==> src/rtl/branch_condition_resolver_if.sv <==
// ----------------------------------------------------------------------------
// branch_condition_resolver_if
//   Bundles the decoder/PC-side branch handshake, the stored ALU flags and the
//   resolution outputs of the branch condition resolver.
//   master : decoder / front end / flag register file side (drives requests
//            and flags, observes the resolution)
//   slave  : the resolver itself
// Signals
//   Branch_Valid/Branch_Ready   branch handshake (accept = Valid & Ready)
//   Branch_Cond, Branch_Offset,
//   PC_In                       branch instruction fields
//   Flag_Write_Pending          flags are being written at the end of this cycle
//   Zero/Negative/OverFlow/
//   CarryFlagIn                 stored ALU flags
//   Clear_Count                 synchronous clear of Taken_Count
//   Resolve_Valid, Branch_Taken,
//   Redirect, PC_Target, Stall,
//   Taken_Count                 resolution results and status
// ----------------------------------------------------------------------------
interface branch_condition_resolver_if #(
    parameter int PC_WIDTH     = 5,
    parameter int OFFSET_WIDTH = 8,
    parameter int CNT_WIDTH    = 8
);
    logic                           Branch_Valid;
    logic                           Branch_Ready;
    logic [2:0]                     Branch_Cond;
    logic signed [OFFSET_WIDTH-1:0] Branch_Offset;
    logic [PC_WIDTH-1:0]            PC_In;
    logic                           Flag_Write_Pending;
    logic                           ZeroFlagIn;
    logic                           NegativeFlagIn;
    logic                           OverFlowFlagIn;
    logic                           CarryFlagIn;
    logic                           Clear_Count;
    logic                           Resolve_Valid;
    logic                           Branch_Taken;
    logic                           Redirect;
    logic [PC_WIDTH-1:0]            PC_Target;
    logic                           Stall;
    logic [CNT_WIDTH-1:0]           Taken_Count;

    modport master (
        output Branch_Valid, Branch_Cond, Branch_Offset, PC_In, Flag_Write_Pending,
               ZeroFlagIn, NegativeFlagIn, OverFlowFlagIn, CarryFlagIn, Clear_Count,
        input  Branch_Ready, Resolve_Valid, Branch_Taken, Redirect, PC_Target, Stall,
               Taken_Count
    );

    modport slave (
        input  Branch_Valid, Branch_Cond, Branch_Offset, PC_In, Flag_Write_Pending,
               ZeroFlagIn, NegativeFlagIn, OverFlowFlagIn, CarryFlagIn, Clear_Count,
        output Branch_Ready, Resolve_Valid, Branch_Taken, Redirect, PC_Target, Stall,
               Taken_Count
    );
endinterface

==> src/rtl/branch_condition_resolver.sv <==
// ----------------------------------------------------------------------------
// branch_condition_resolver
//   Resolves i281 conditional branches against the stored ALU flags. The target
//   PC_In + 1 + sext(offset) is computed at accept. If the flag register is
//   being written in the accept cycle, the branch is parked in WAIT (Stall=1)
//   until the write settles, then evaluated with the fresh flags. A resolution
//   is presented for exactly one cycle (Resolve_Valid, Redirect when taken).
//   A saturating counter tracks taken branches.
// Ports
//   Clock  : rising-edge clock
//   Reset  : asynchronous, active-low reset
//   bus    : slave side of branch_condition_resolver_if (handshake, flags,
//            resolution outputs)
// ----------------------------------------------------------------------------
module branch_condition_resolver #(
    parameter int PC_WIDTH     = 5,
    parameter int OFFSET_WIDTH = 8,
    parameter int CNT_WIDTH    = 8
) (
    input logic                     Clock,
    input logic                     Reset,
    branch_condition_resolver_if.slave bus
);

    localparam int SUM_W = (PC_WIDTH > OFFSET_WIDTH) ? PC_WIDTH : OFFSET_WIDTH;

    typedef enum logic [1:0] {
        IDLE     = 2'd0,
        WAIT     = 2'd1,
        RESOLVED = 2'd2
    } stateT;

    stateT               state;
    stateT               nextState;
    logic [2:0]          condReg;
    logic [PC_WIDTH-1:0] targetLatch;
    logic [PC_WIDTH-1:0] targetReg;
    logic                takenReg;
    logic [CNT_WIDTH-1:0] countReg;

    logic                accept;
    logic                resolveNow;
    logic                outcome;
    logic [PC_WIDTH-1:0] acceptTarget;
    logic [PC_WIDTH-1:0] resolveTarget;

    // Signed-compare conditions follow the flags of the last flag-setting op:
    // "greater or equal" holds when N and V agree.
    function automatic logic evalCond(input logic [2:0] cond, input logic z, input logic n,
                                      input logic v, input logic c);
        logic ge;
        logic result;
        ge = ~(n ^ v);
        case (cond)
            3'b000:  result = 1'b0;
            3'b001:  result = 1'b1;
            3'b010:  result = z;
            3'b011:  result = ~z;
            3'b100:  result = ge & ~z;
            3'b101:  result = ge;
            3'b110:  result = c;
            default: result = ~c;
        endcase
        return result;
    endfunction

    // Target arithmetic is modulo 2^PC_WIDTH; the offset is sign-extended to
    // the working width first so negative offsets wrap correctly.
    function automatic logic [PC_WIDTH-1:0] calcTarget(input logic [PC_WIDTH-1:0] pc,
                                                       input logic signed [OFFSET_WIDTH-1:0] off);
        logic signed [SUM_W-1:0] offExt;
        logic [SUM_W-1:0]        sum;
        offExt = SUM_W'(off);
        sum    = SUM_W'(pc) + SUM_W'(1) + offExt;
        return sum[PC_WIDTH-1:0];
    endfunction

    function automatic logic [CNT_WIDTH-1:0] satInc(input logic [CNT_WIDTH-1:0] cnt);
        return (&cnt) ? cnt : cnt + CNT_WIDTH'(1);
    endfunction

    assign accept       = bus.Branch_Valid & (state == IDLE);
    assign acceptTarget = calcTarget(bus.PC_In, bus.Branch_Offset);

    always_comb begin
        nextState     = state;
        resolveNow    = 1'b0;
        outcome       = 1'b0;
        resolveTarget = targetLatch;
        case (state)
            IDLE: begin
                if (accept) begin
                    if (bus.Flag_Write_Pending) begin
                        nextState = WAIT;
                    end else begin
                        nextState     = RESOLVED;
                        resolveNow    = 1'b1;
                        resolveTarget = acceptTarget;
                        outcome       = evalCond(bus.Branch_Cond, bus.ZeroFlagIn, bus.NegativeFlagIn,
                                                 bus.OverFlowFlagIn, bus.CarryFlagIn);
                    end
                end
            end
            WAIT: begin
                if (!bus.Flag_Write_Pending) begin
                    nextState  = RESOLVED;
                    resolveNow = 1'b1;
                    outcome    = evalCond(condReg, bus.ZeroFlagIn, bus.NegativeFlagIn,
                                          bus.OverFlowFlagIn, bus.CarryFlagIn);
                end
            end
            RESOLVED: nextState = IDLE;
            default:  nextState = IDLE;
        endcase
    end

    always_ff @(posedge Clock or negedge Reset) begin
        if (!Reset) begin
            state <= IDLE;
        end else begin
            state <= nextState;
        end
    end

    // The latched condition/target carry a branch through WAIT; the visible
    // outcome and target only change when a resolution is issued.
    always_ff @(posedge Clock or negedge Reset) begin
        if (!Reset) begin
            condReg     <= 3'b000;
            targetLatch <= '0;
            targetReg   <= '0;
            takenReg    <= 1'b0;
        end else begin
            if (accept) begin
                condReg     <= bus.Branch_Cond;
                targetLatch <= acceptTarget;
            end
            if (resolveNow) begin
                takenReg  <= outcome;
                targetReg <= resolveTarget;
            end
        end
    end

    // Clear has priority over an increment landing in the same cycle.
    always_ff @(posedge Clock or negedge Reset) begin
        if (!Reset) begin
            countReg <= '0;
        end else if (bus.Clear_Count) begin
            countReg <= '0;
        end else if ((state == RESOLVED) && takenReg) begin
            countReg <= satInc(countReg);
        end
    end

    assign bus.Branch_Ready  = (state == IDLE);
    assign bus.Resolve_Valid = (state == RESOLVED);
    assign bus.Stall         = (state == WAIT);
    assign bus.Redirect      = (state == RESOLVED) & takenReg;
    assign bus.Branch_Taken  = takenReg;
    assign bus.PC_Target     = targetReg;
    assign bus.Taken_Count   = countReg;

endmodule

==> src/flat_wrapper.sv <==
// flat-port wrapper written by rule: the top's interface ports become plain ports
module branch_condition_resolver_flat 
#(
    parameter int PC_WIDTH     = 5,
    parameter int OFFSET_WIDTH = 8,
    parameter int CNT_WIDTH    = 8
)
  (Clock, Reset, bus_Branch_Valid, bus_Branch_Cond, bus_Branch_Offset, bus_PC_In, bus_Flag_Write_Pending, bus_ZeroFlagIn, bus_NegativeFlagIn, bus_OverFlowFlagIn, bus_CarryFlagIn, bus_Clear_Count, bus_Branch_Ready, bus_Resolve_Valid, bus_Branch_Taken, bus_Redirect, bus_PC_Target, bus_Stall, bus_Taken_Count);
  branch_condition_resolver_if #(.PC_WIDTH(PC_WIDTH), .OFFSET_WIDTH(OFFSET_WIDTH), .CNT_WIDTH(CNT_WIDTH)) bus_i ();
  input logic Clock;
  input logic Reset;
  input wire logic [$bits(bus_i.Branch_Valid)-1:0] bus_Branch_Valid;
  input wire logic [$bits(bus_i.Branch_Cond)-1:0] bus_Branch_Cond;
  input wire logic [$bits(bus_i.Branch_Offset)-1:0] bus_Branch_Offset;
  input wire logic [$bits(bus_i.PC_In)-1:0] bus_PC_In;
  input wire logic [$bits(bus_i.Flag_Write_Pending)-1:0] bus_Flag_Write_Pending;
  input wire logic [$bits(bus_i.ZeroFlagIn)-1:0] bus_ZeroFlagIn;
  input wire logic [$bits(bus_i.NegativeFlagIn)-1:0] bus_NegativeFlagIn;
  input wire logic [$bits(bus_i.OverFlowFlagIn)-1:0] bus_OverFlowFlagIn;
  input wire logic [$bits(bus_i.CarryFlagIn)-1:0] bus_CarryFlagIn;
  input wire logic [$bits(bus_i.Clear_Count)-1:0] bus_Clear_Count;
  output wire logic [$bits(bus_i.Branch_Ready)-1:0] bus_Branch_Ready;
  output wire logic [$bits(bus_i.Resolve_Valid)-1:0] bus_Resolve_Valid;
  output wire logic [$bits(bus_i.Branch_Taken)-1:0] bus_Branch_Taken;
  output wire logic [$bits(bus_i.Redirect)-1:0] bus_Redirect;
  output wire logic [$bits(bus_i.PC_Target)-1:0] bus_PC_Target;
  output wire logic [$bits(bus_i.Stall)-1:0] bus_Stall;
  output wire logic [$bits(bus_i.Taken_Count)-1:0] bus_Taken_Count;
  assign bus_i.Branch_Valid = bus_Branch_Valid;
  assign bus_i.Branch_Cond = bus_Branch_Cond;
  assign bus_i.Branch_Offset = bus_Branch_Offset;
  assign bus_i.PC_In = bus_PC_In;
  assign bus_i.Flag_Write_Pending = bus_Flag_Write_Pending;
  assign bus_i.ZeroFlagIn = bus_ZeroFlagIn;
  assign bus_i.NegativeFlagIn = bus_NegativeFlagIn;
  assign bus_i.OverFlowFlagIn = bus_OverFlowFlagIn;
  assign bus_i.CarryFlagIn = bus_CarryFlagIn;
  assign bus_i.Clear_Count = bus_Clear_Count;
  assign bus_Branch_Ready = bus_i.Branch_Ready;
  assign bus_Resolve_Valid = bus_i.Resolve_Valid;
  assign bus_Branch_Taken = bus_i.Branch_Taken;
  assign bus_Redirect = bus_i.Redirect;
  assign bus_PC_Target = bus_i.PC_Target;
  assign bus_Stall = bus_i.Stall;
  assign bus_Taken_Count = bus_i.Taken_Count;
  branch_condition_resolver #(.PC_WIDTH(PC_WIDTH), .OFFSET_WIDTH(OFFSET_WIDTH), .CNT_WIDTH(CNT_WIDTH)) u_core (.Clock(Clock), .Reset(Reset), .bus(bus_i));
endmodule
==> config.mk <==
export PLATFORM = sky130hd
export DESIGN_NAME = branch_condition_resolver_flat
export DESIGN_NICKNAME = d
export VERILOG_FILES = /design/src/rtl/branch_condition_resolver_if.sv /design/src/rtl/branch_condition_resolver.sv /design/src/flat_wrapper.sv
export SDC_FILE = /design/constraint.sdc
export NUM_CORES = 1
export LEC_CHECK = 0
export BUFFER_PORTS_ARGS = -buffer_cell sky130_fd_sc_hd__buf_2
export CORE_UTILIZATION = 40
export CTS_CLUSTER_SIZE = 30
export DETAILED_ROUTE_END_ITERATION = 10
export HOLD_SLACK_MARGIN = 0.12
export PLACE_DENSITY = 0.63
export SLEW_MARGIN = 25
export SYNTH_ARGS = -nofsm -noshare
export SYNTH_HDL_FRONTEND = slang
export SYNTH_SLANG_ARGS = --single-unit
==> constraint.sdc <==
create_clock -name Clock -period 3.7 [get_ports Clock]
set_input_delay 0.74 -clock Clock [delete_from_list [all_inputs] [get_ports Clock]]
set_output_delay 0.74 -clock Clock [all_outputs]
set_load 0.01 [all_outputs]
# [Word-level counts from Yosys, hierarchy flattened]
# Cells that the tools add are included.
[word_totals] ff_bits=24 latchBits=0 ram_bits=0 rom_bits=0 in_bits=25 elab_cells=60 mem_count=0
[classes] n_addsub=3 multipliers=0 div=0 magnitude_cmp=0 eq_ne=17 shift=0 mux=19 n_bitwise=7 n_reduce_logical=8
[op_table] op="$mux W8" count=3
[op_table] op="$eq A3 B3 Y1 const B" count=6
[op_table] op="$mux W5" count=3
[op_table] op="$pmux W1 S7" count=2
[op_table] op="$eq A3 B2 Y1 const B" count=4
[op_table] op="$add A8 B1 Y8 const B" count=1
[op_table] op="$reduce_and A8 Y1" count=1
[op_table] op="$eq A3 B1 Y1 const B" count=2
[op_table] op="$logic_not A3 Y1" count=2
[op_table] op="$mux W2" count=3
[op_table] op="$add A5 B1 Y5 const B" count=1
[op_table] op="$add A5 B5 Y5" count=1
[op_table] op="$mux W1" count=5
[op_table] op="$ne A2 B2 Y1 const B" count=2
[op_table] op="$pmux W1 S2" count=2
[op_table] op="$pmux W2 S2" count=1
[op_table] op="$reduce_and A2 Y1" count=2
[op_table] op="$and A1 B1 Y1" count=3
[op_table] op="$not A1 Y1" count=3
[op_table] op="$eq A2 B1 Y1 const B" count=1
[op_table] op="$eq A2 B2 Y1 const B" count=1
[op_table] op="$logic_not A2 Y1" count=1
[op_table] op="$ne A2 B1 Y1 const B" count=1
[op_table] op="$reduce_bool A2 Y1" count=1
[op_table] op="other kinds (2)" count=2

# [Logic depth before layout (Yosys ltp)]
[depth] ltp_word=7 ltp_mapped=8 mapped_depth_nobuf=8

# [Worst setup path before layout]
# Ideal clock, no wire load.
[synth_timing] path_type="in2reg" from="in bus_PC_In[0]" to="reg u_core.targetReg[2], in the netlist u_core.bus.PC_Target[2]" setup_ns=0.125 arrival_ns=1.845 required_ns=3.575 path_slack_ns=1.730 path_stages=6 n_path_buf=0 cell_sequence="inv_1 -> ha_1 -> fa_1 -> xor2_1 -> o21ai_0 -> mux2_2"
[synth_via] elab_chain_cells=5
[synth_lines] element="start: declaration" line="flat_wrapper.sv:15" source="input wire logic [$bits(bus_i.PC_In)-1:0] bus_PC_In;"
[synth_lines] element="$add A5 B1 Y5" line="branch_condition_resolver.sv:74" source="sum = SUM_W'(pc) + SUM_W'(1) + offExt;"
[synth_lines] element="$add A5 B5 Y5" line="branch_condition_resolver.sv:74"
[synth_lines] element="$mux W5" line="branch_condition_resolver.sv:93" source="if (bus.Flag_Write_Pending) begin"
[synth_lines] element="$mux W5" line="branch_condition_resolver.sv:92" source="if (accept) begin"
[synth_lines] element="$mux W5" line="branch_condition_resolver.sv:90" source="case (state)"
[synth_lines] element="end signal: assignment" line="branch_condition_resolver.sv:140" source="targetReg <= resolveTarget;"
[synth_lines] element="end: declaration" line="branch_condition_resolver.sv:37" source="logic [PC_WIDTH-1:0] targetReg;"
# No other way between the ends.
# A chain may end at the register's enable or synchronous reset.

# [Worst setup path in the final report]
[layout_timing] from="reg u_core.state[0]" to="out bus_Redirect"
[layout_via] elab_chain_cells=2
[layout_lines] element="start: declaration" line="branch_condition_resolver.sv:33" source="stateT state;"
[layout_lines] element="start signal: assignment" line="branch_condition_resolver.sv:121" source="state <= nextState;"
[layout_lines] element="$eq A2 B2 Y1" line="branch_condition_resolver.sv:159" source="assign bus.Redirect = (state == RESOLVED) & takenReg;"
[layout_lines] element="$and A1 B1 Y1" line="branch_condition_resolver.sv:159"
[layout_lines] element="end: declaration" line="flat_wrapper.sv:25" source="output wire logic [$bits(bus_i.Redirect)-1:0] bus_Redirect;"
# No other way between the ends.

==> flow_summary_export.csv <==
group,metric,value,unit
global_route,grt_usage,16.3,%
final_layout,fin_util,51.3,%
detailed_routing,route.detailed.drc,0,
detailed_routing,ant_nets,0,
global_route,grt_pass1_wl,4340,µm
worst_setup_path,crit_slowest_cell,"dfrtp_1",
logic_synthesis,synthesis.nets,163,
detailed_routing,vias_per_cell,4.94,
pwr,peakVddDrop,0.000147,V
detailed_routing,wirelength,2480,µm
logic_synthesis,synth_edf_count,0,
final_layout,area_growth,20.5,%
sta,tightest_slew,0.760,ns
clock_network,cts_buffer_depth,2,
sta,hold_slack,0.384,ns
placement,dpl.hpwl,1940,µm
final_layout,antenna-diode-count,0,
detailed_routing,wl_per_cell,11.5,µm
worst_setup_path,cp_cell_sequence,"and3b_2 > buf_2",
sta,final_max_slew_viol_count,0,
clock_network,hold_buffers,0,
final_layout,nNetsFinal,203,
logic_synthesis,ys.flop_type,"dfrtp_1",
worst_setup_path,critPathMaxStageDelay,0.44,ns
floorplanning,row_count,20,
placement,place_inst,211,
clock_network,postCtsSetupBuffers,0,
final_layout,drive_gt1_share,31.6,%
global_route,grt_overflow_total,0,
worst_setup_path,start_kind,"register",
final_layout,fill_cells,308,
clock_network,cts_made_buffers,3,
floorplanning,die_area,3510,µm²
detailed_routing,highest_layer,"met4",
clock_network,ctsResizeCount,0,
clock_network,clock_latency,0.31,ns
clock_network,htreeDepth,1,
worst_setup_path,critPathTopFamily,"flip-flops",
clock_network,path_clk_slew,0.13,ns
detailed_routing,dr.pass1.iters,4,
worst_setup_path,crit_type,"register to primary output",
detailed_routing,met1_length,1110,µm
sta,relSlewSlack,49.2,%
logic_synthesis,syn-cell-area,1310,µm²
final_layout,instances_no_fill,215,
clock_network,cts_num_sinks,24,
sta,fin_worst_skew,0.00374,ns
sta,hold_viol_final,0,
run_status,outcome,"completed",
floorplanning,start_util,42.6,%
logic_synthesis,avgSynthCellArea,9.93,µm²
pwr,total_leakage_power,0.792,nW
worst_setup_path,cp-end-kind,"primary output",
sta,fin_tns_setup,0,ns
worst_hold_path,hold_class,"input pin to asynchronous set/reset pin",
clock_network,cts_root_buf,"clkbuf_4",
sta,fmax,0.522,GHz
logic_synthesis,syn_inst,132,
worst_setup_path,critical_path_required,2.96,ns
worst_setup_path,cp.arrival,1.17,ns
logic_synthesis,ys_seq_elements,24,
worst_setup_path,critical_path_peak_fanout,5,
global_route,grt_max_degree,25,
sta,rsz0062_at_grt,"false",
floorplanning,die_h,59.3,µm
logic_synthesis,ys_warn_count,0,
placement,gp_congestion,0.777,
logic_synthesis,ys_seq_area_share,45.8,%
sta,setup_viol,0,
run,cap_violations,0,
sta,period_minus_slack,1.91,ns
floorplanning,core_area,3080,µm²
detailed_routing,dr_wl_met2,1250,µm
logic_synthesis,synthArstFlopShare,100,%
floorplanning,dieWidth,59.3,µm
placement,port_buffers,39,
global_route,grt_pass1_vias,1069,
detailed_routing,routed-wl-met3,72,µm
pwr,pwr_density_cell,396,nW/µm²
clock_network,cts_tree,"done",
sta,period_share,51.7,%
logic_synthesis,synth_cell_types,31,
floorplanning,ioPinCount,43,
worst_setup_path,crit_buf_inv,1,
detailed_routing,drtIter0Drc,25,
detailed_routing,vias,1062,
global_route,grt_antenna_before_repair,0,
==> sequential cells by signal, summed over array words and instances (netlist names) <==
register and cells:
u_core.bus.Taken_Count 8, u_core.bus.PC_Target 5, u_core.targetLatch 5, u_core.condReg 3
u_core.state 2, u_core.bus.Branch_Taken 1
==> stage by stage <==
step	power [mW]	setup slack (ns)	cell area (µm²)
after global placement	0.489	1.57	1540
after CTS	0.635	1.77	1580
after detailed placement	0.496	1.54	1540
after floorplan	0.432	1.73	1310
final	0.625	1.79	1580
after global routing	0.672	1.72	1580
==> worst register-to-register path, delay by kind of cell, from the launching register on <==
family | cells | cell delay [ns]
multiplexers | 1 | 0.41
flip-flops | 1 | 0.44
AND/OR/NAND/NOR | 1 | 0.60
AO/OA/AOI/OAI | 1 | 0.20
==> layout by cell type (no fill, tap or decap), types with 2 or more instances in the layout <==
master | synthesis | routed
a21o_1 | 2 | 2
nor3_1 | 2 | 2
or3_1 | 2 | 2
buf_2 | 2 | 39
dfrtp_1 | 24 | 24
xnor2_1 | 6 | 6
nor2b_1 | 5 | 5
nand2_1 | 10 | 10
mux2i_1 | 3 | 3
ha_1 | 5 | 5
a21oi_1 | 4 | 4
inv_1 | 9 | 9
o21ai_0 | 12 | 12
xor2_1 | 4 | 4
nor2_1 | 12 | 12
nand3_1 | 6 | 6
a31oi_1 | 3 | 3
mux2_2 | 7 | 7
clkbuf_4 | 0 | 3
o21bai_1 | 2 | 2
==> cell families after synthesis <==
group	Yosys count	synth area share (%)
muxes	10	8.30
DFF	24	45.8
xor gates and xnor gates	10	6.68
adders and majority gates	6	6.30
and+or+nand+nor	42	15.8
AOI/OAI and AO/OA	27	13.2
buffers and inverters	13	3.91
==> worst paths after layout <==
kind	slack, ns	to	from	cells past startpoint
min in group Clock	0.50	u_core.targetLatch[2]$_DFFE_PN0P_	u_core.targetLatch[2]$_DFFE_PN0P_	2
min	0.38	u_core.bus.Taken_Count[7]$_DFFE_PN0P_	Reset	1
max in group asynchronous	2.97	u_core.targetLatch[3]$_DFFE_PN0P_	Reset	1
max	1.79	bus_Redirect	u_core.state[0]$_DFFE_PN0P_	2
min reg2reg	0.50	u_core.targetLatch[2]$_DFFE_PN0P_	u_core.targetLatch[2]$_DFFE_PN0P_	2
max reg2reg	1.96	u_core.bus.PC_Target[0]$_DFFE_PN0P_	u_core.state[1]$_DFFE_PN0P_	3
==> cell usage after synthesis, types with 2 or more instances <==
master    count  area share (%)
o21ai_0      12             4.6
dfrtp_1      24              46
ha_1          5             4.8
a21o_1        2             1.1
a31oi_1       3             1.4
a21oi_1       4             1.5
mux2_2        7             6.0
inv_1         9             2.6
nor2b_1       5             2.4
xnor2_1       6             4.0
nand2_1      10             2.9
nor3_1        2            0.76
o21bai_1      2             1.1
nand3_1       6             2.3
mux2i_1       3             2.3
or3_1         2            0.95
buf_2         2            0.76
nor2_1       12             3.4
xor2_1        4             2.7
==> report_power, final <==
part | leakage [nW] | switching, mW | internal [mW]
Clock | 0.0210 | 0.0774 | 0.0601
Combinational | 0.461 | 0.0809 | 0.0754
Sequential | 0.310 | 0.0262 | 0.305
==> area by class of cell <==
cell class | count | area (µm²) | area share [%]
multi-input combinational | 95 | 659 | 41.7
sequential | 24 | 601 | 38.0
timing repair buffer | 39 | 195 | 12.4
tap | 44 | 55.1 | 3.48
clock buffer | 4 | 36.3 | 2.30
inverter | 9 | 33.8 | 2.14
==> routing by layer <==
| layer | global-route usage, % | vias to the layer above |
|---|---|---|
| li1 | - | 530 |
| met1 | 19.8 | 503 |
| met2 | 28.7 | 25 |
| met3 | 1.97 | 4 |
| met4 | 7.14 | 0 |
| met5 | 0 | - |
Power figures use the tool's default switching activity.
